===== src/rtl/pipe_stage_skid_reg.sv =====
// Pipeline register with a valid/ready handshake, an optional two-entry skid buffer,
// synchronous flush and side-effect gating on invalid (bubble) entries.
module pipe_stage_skid_reg #(
    parameter int unsigned DATA_W  = 10,
    parameter int unsigned ADDR_W  = 3,
    parameter int unsigned CTRL_W  = 3,
    parameter bit          SKID_EN = 1'b1
) (
    input  logic              clk,
    input  logic              reset,
    input  logic              stall,
    input  logic              flush,
    input  logic              in_valid,
    output logic              in_ready,
    input  logic [DATA_W-1:0] aluA_in,
    input  logic [DATA_W-1:0] aluB_in,
    input  logic [DATA_W-1:0] store_data_in,
    input  logic [ADDR_W-1:0] rs1_addr_in,
    input  logic [ADDR_W-1:0] rs2_addr_in,
    input  logic [CTRL_W-1:0] alu_ctrl_in,
    input  logic              reg_wb_in,
    input  logic              mem_we_in,
    input  logic              mem_re_in,
    output logic              out_valid,
    input  logic              out_ready,
    output logic [DATA_W-1:0] aluA_out,
    output logic [DATA_W-1:0] aluB_out,
    output logic [DATA_W-1:0] store_data_out,
    output logic [ADDR_W-1:0] rs1_addr_out,
    output logic [ADDR_W-1:0] rs2_addr_out,
    output logic [CTRL_W-1:0] alu_ctrl_out,
    output logic              reg_wb_out,
    output logic              mem_we_out,
    output logic              mem_re_out,
    output logic [1:0]        occupancy
);

    localparam int unsigned EntryW = 3 * DATA_W + 2 * ADDR_W + CTRL_W + 3;

    logic [EntryW-1:0] in_entry;
    logic [EntryW-1:0] main_q, main_d;
    logic              main_valid_q, main_valid_d;
    logic              push, pop;
    logic              main_wb, main_we, main_re;

    assign in_entry = {aluA_in, aluB_in, store_data_in, rs1_addr_in, rs2_addr_in,
                       alu_ctrl_in, reg_wb_in, mem_we_in, mem_re_in};

    assign push = in_valid & in_ready & ~flush;
    assign pop  = main_valid_q & out_ready & ~stall;

    if (SKID_EN) begin : g_skid
        logic [EntryW-1:0] skid_q, skid_d;
        logic              skid_valid_q, skid_valid_d;

        always_comb begin
            main_d       = main_q;
            main_valid_d = main_valid_q;
            skid_d       = skid_q;
            skid_valid_d = skid_valid_q;
            if (flush) begin
                main_valid_d = 1'b0;
                skid_valid_d = 1'b0;
            end else if (!main_valid_q) begin
                if (push) begin
                    main_d       = in_entry;
                    main_valid_d = 1'b1;
                end
            end else if (pop) begin
                // A full skid blocks push, so refill from skid never races the input.
                if (skid_valid_q) begin
                    main_d       = skid_q;
                    skid_valid_d = 1'b0;
                end else if (push) begin
                    main_d = in_entry;
                end else begin
                    main_valid_d = 1'b0;
                end
            end else if (push) begin
                skid_d       = in_entry;
                skid_valid_d = 1'b1;
            end
        end

        always_ff @(posedge clk or negedge reset) begin
            if (!reset) begin
                skid_q       <= '0;
                skid_valid_q <= 1'b0;
            end else begin
                skid_q       <= skid_d;
                skid_valid_q <= skid_valid_d;
            end
        end

        assign in_ready  = ~skid_valid_q;
        assign occupancy = {1'b0, main_valid_q} + {1'b0, skid_valid_q};
    end else begin : g_no_skid
        always_comb begin
            main_d       = main_q;
            main_valid_d = main_valid_q;
            if (flush) begin
                main_valid_d = 1'b0;
            end else if (push) begin
                main_d       = in_entry;
                main_valid_d = 1'b1;
            end else if (pop) begin
                main_valid_d = 1'b0;
            end
        end

        assign in_ready  = ~main_valid_q | (out_ready & ~stall);
        assign occupancy = {1'b0, main_valid_q};
    end

    always_ff @(posedge clk or negedge reset) begin
        if (!reset) begin
            main_q       <= '0;
            main_valid_q <= 1'b0;
        end else begin
            main_q       <= main_d;
            main_valid_q <= main_valid_d;
        end
    end

    assign {aluA_out, aluB_out, store_data_out, rs1_addr_out, rs2_addr_out, alu_ctrl_out,
            main_wb, main_we, main_re} = main_q;

    // A bubble must never write the register file or memory.
    assign out_valid  = main_valid_q;
    assign reg_wb_out = main_wb & main_valid_q;
    assign mem_we_out = main_we & main_valid_q;
    assign mem_re_out = main_re & main_valid_q;

endmodule


===== config.mk =====
export PLATFORM = sky130hd
export DESIGN_NAME = pipe_stage_skid_reg
export DESIGN_NICKNAME = d
export VERILOG_FILES = /design/src/rtl/pipe_stage_skid_reg.sv
export SDC_FILE = /design/constraint.sdc
export NUM_CORES = 1
export LEC_CHECK = 0
export ABC_AREA = 0
export BUFFER_PORTS_ARGS = -buffer_cell sky130_fd_sc_hd__buf_2
export CELL_PAD_IN_SITES_DETAIL_PLACEMENT = 0
export CELL_PAD_IN_SITES_GLOBAL_PLACEMENT = 1
export CORE_UTILIZATION = 43
export DETAILED_ROUTE_END_ITERATION = 8
export HOLD_SLACK_MARGIN = 0.08
export PLACE_DENSITY = 0.91
export SLEW_MARGIN = 20
export SYNTH_ARGS = -nofsm -noshare
export SYNTH_HDL_FRONTEND = slang
export SYNTH_SLANG_ARGS = --single-unit

===== constraint.sdc =====
create_clock -name clk -period 1.5 [get_ports clk]
set_input_delay 0.15 -clock clk [delete_from_list [all_inputs] [get_ports clk]]
set_output_delay 0.15 -clock clk [all_outputs]
set_load 0.005 [all_outputs]

==> metrics.txt <==
Sw Ratio about 28%; Starting DRT DRC Count 88; total of max-cap violations 0; H-tree Lvls 3; Clk Latency, worst-skew pair 0.35 ns; Setup CP Type in -> reg; Achievable Freq between 600 and 700 MHz; Die Area approximately 9600 um^2; Yosys cell types 23; Num CTS Buffers 9; top cells by instance count after synthesis dfrtp_1 (86), a2bb2oi_1 (42), mux2_2 (42), o32ai_1 (41), buf_4 (39); deepest clock path buffer count 2; DR WL/cell 19.37 um; synthesis warning total 0; Comb power frac between 20% and 30%; VDD IR max about 0.8 mV; Top Ports 94; Final GP Congestion approximately 0.73; Total GRT Usage about a fifth; Hold Vio Cnt, Final 0; mux cell area share after synthesis 11.98%; Post-Synth Simple-Gate Area 1.871%; design area about 5400 um^2; setup ws final -0.04290 ns; Synth Cell Area about 3900 um^2; final WL ~10000 um; top area cells in the synthesized netlist dfrtp_1 (55%), mux2_2 (12%), a2bb2oi_1 (9.3%), o32ai_1 (9.1%), buf_4 (7.4%); Crit path required time around 1.7 ns; synth-to-layout area growth 37.32%; Slew Limit Fails 0; Main synth FF type dfrtp_1; hold_sp in_valid; #FFs+latches synth between 80 and 90; CP Launch Type input port; Initial Util 44.81%; Die W just under 100 um; fraction of synthesized cell area in xor and xnor cells 0%; Sequential Power Share approximately half; Async S/R FF share, synth 100.0%; CP max FO 25; Register-to-Register Path Depth 6; share of the synthesized area in the top cell type around 55%; Synth Area in Adders less than 1%; sequential share of the synthesized area 54.53%; vias per cell roughly 5.7; sw power between 1500 and 2000 uW; proportion of layout cells with a drive suffix above 1 54.09%; reg-to-reg startpoint g_skid.skid_valid_q; crit path DAT approximately 1.8 ns; total core area 8806 um^2; pwr/cell area approximately 1200 nW/um^2; post-route clock period utilization 102.9%; fin cells about 520; Yosys top cell by area dfrtp_1; Die Y just under 100 um; R2R Setup Slk -0.02 ns; Area after DPL approximately 4300 um^2; pin count of the biggest net entering global routing 37; launch point of the worst path flush; EDFF count, synth 0; total grt overflow 0; Syn Inst Count 297; DRC Markers 14; CTS clock-pin slew for the worst setup and hold paths around 0.09 ns; CTS Sinks 86; leak pwr between 0.002 and 0.0025 uW; Final Net Count 460; worst min-delay path category in -> reg; relative slew slack ~75%; RSZ-0062 raised after global routing yes; largest family of logic cells by synthesized area compound AO/OA/AOI/OAI gates; status finished with violations; Mapped Avg Cell Area roughly 13 um^2; Root Buffer clkbuf_8; first-pass GRT wire length approximately 15000 um; internal power 4714 uW; final hold slack approximately 0.12 ns; DRT antenna net count 0; vias in the first global route 3054; # rows 34; Port Buf Inserts between 90 and 100; CTS tree built; Tmin final 1.543 ns; CP endpoint kind flop; synthesized net count between 300 and 400; Final HPWL DP between 5000 and 6000 um; Worst Max-Slew Pin Slew roughly 0.37 ns; placed cell count 450; hold path depth 3; Clock power frac around 26%; most frequent cell after synthesis dfrtp_1; Compound-Gate Fraction of Synth Area 20.01%; vias 2965; failing checks DRC, setup timing; final setup vio count 9; drt pass-1 iters 6; antenna violations before repair 0; clk_skew 0.01050 ns; n_diodes 0
## cell families after synthesis
kind of cell / after synthesis
buffers and inverters: 68
flip-flops: 86
adder cells (fa/ha/maj): 1
AO/OA/AOI/OAI: 90
AND/OR/NAND/NOR: 10
multiplexers: 42
## what timing repair did
item / 4_1_cts / 5_1_grt
gates resized for setup: 4 / 49
hold buffers: 46 / 0
endpoints found under the setup margin: 20 / 43
setup buffers: 3 / 5
pin swaps: 0 / 1
endpoints found under the hold margin: 130 / 0
cloned: 0 / 5
## worst max-delay path: stages
cell and delay, ns:
dlygate4sd3_1 0.54, buf_2 0.18, nand2b_2 0.20, buf_4 0.23
o32ai_1 0.36, a2bb2oi_2 0.10
## flip-flops by register name, indices dropped and copies added (netlist names)
signal,count
g_skid.skid_q,42
g_skid.skid_valid_q,1
main_q,42
out_valid,1
## cells in the final DEF, fill, tap and decap left out, types with 3 or more instances in the layout
| cell | count |
|---|---|
| buf_2 | 91 |
| a2bb2oi_2 | 28 |
| buf_4 | 16 |
| clkbuf_16 | 3 |
| o32ai_1 | 36 |
| clkbuf_8 | 10 |
| buf_6 | 7 |
| a2bb2oi_1 | 14 |
| clkinv_4 | 3 |
| dlygate4sd3_1 | 46 |
| buf_12 | 5 |
| mux2_2 | 42 |
| dfrtp_1 | 84 |
| and2_1 | 3 |
| o32ai_2 | 5 |
## power by group through the flow
stage | Combinational (uW) | Clock, uW | Sequential, uW
finish | 1600 | 1680 | 3240
global route | 1720 | 1830 | 3300
CTS | 1390 | 1720 | 3190
detailed placement | 1280 | 0 | 3230
global placement | 1230 | 0 | 3200
floorplan | 1070 | 0 | 3130
## worst paths after layout
check | to
worst max-delay path | main_q[30]
worst max register to register | main_q[39]
worst min-delay path | out_valid
max in group asynchronous | g_skid.skid_q[14]
worst min register to register | g_skid.skid_q[1]
min in group asynchronous | main_q[28]
## stage by stage
step / setup slack [ns] / TNS [ns] / utilization (%) / total power [uW]
finish: -0.04290 / -0.1425 / 61.54 / 6526
CTS: -0.03238 / -0.04430 / 56.91 / 6302
global placement: 0.05096 / 0 / 48.91 / 4426
floorplan: 0.08223 / 0 / - / 4205
global route: -0.1095 / -1.661 / 61.54 / 6855
detailed placement: -0.03074 / -0.1905 / 48.91 / 4510
## metal layers
metal	track usage (%)	vias to the layer above	wire length, um
met5	0	-	0
met4	3.963	0	58
met3	5.225	6	517
met2	34.15	97	5265
met1	25.71	1529	4309
li1	-	1333	-
## final cells by class
cell class | instances | area [um^2]
Fill cell | 683 | 3387
Sequential cell | 86 | 2155
Multi-Input combinational cell | 143 | 1608
Timing Repair Buffer | 169 | 1305
Clock buffer | 10 | 137.6
Tap cell | 108 | 135.1
Clock inverter | 6 | 71.32
Inverter | 2 | 7.507
Power figures use the tool's default switching activity.
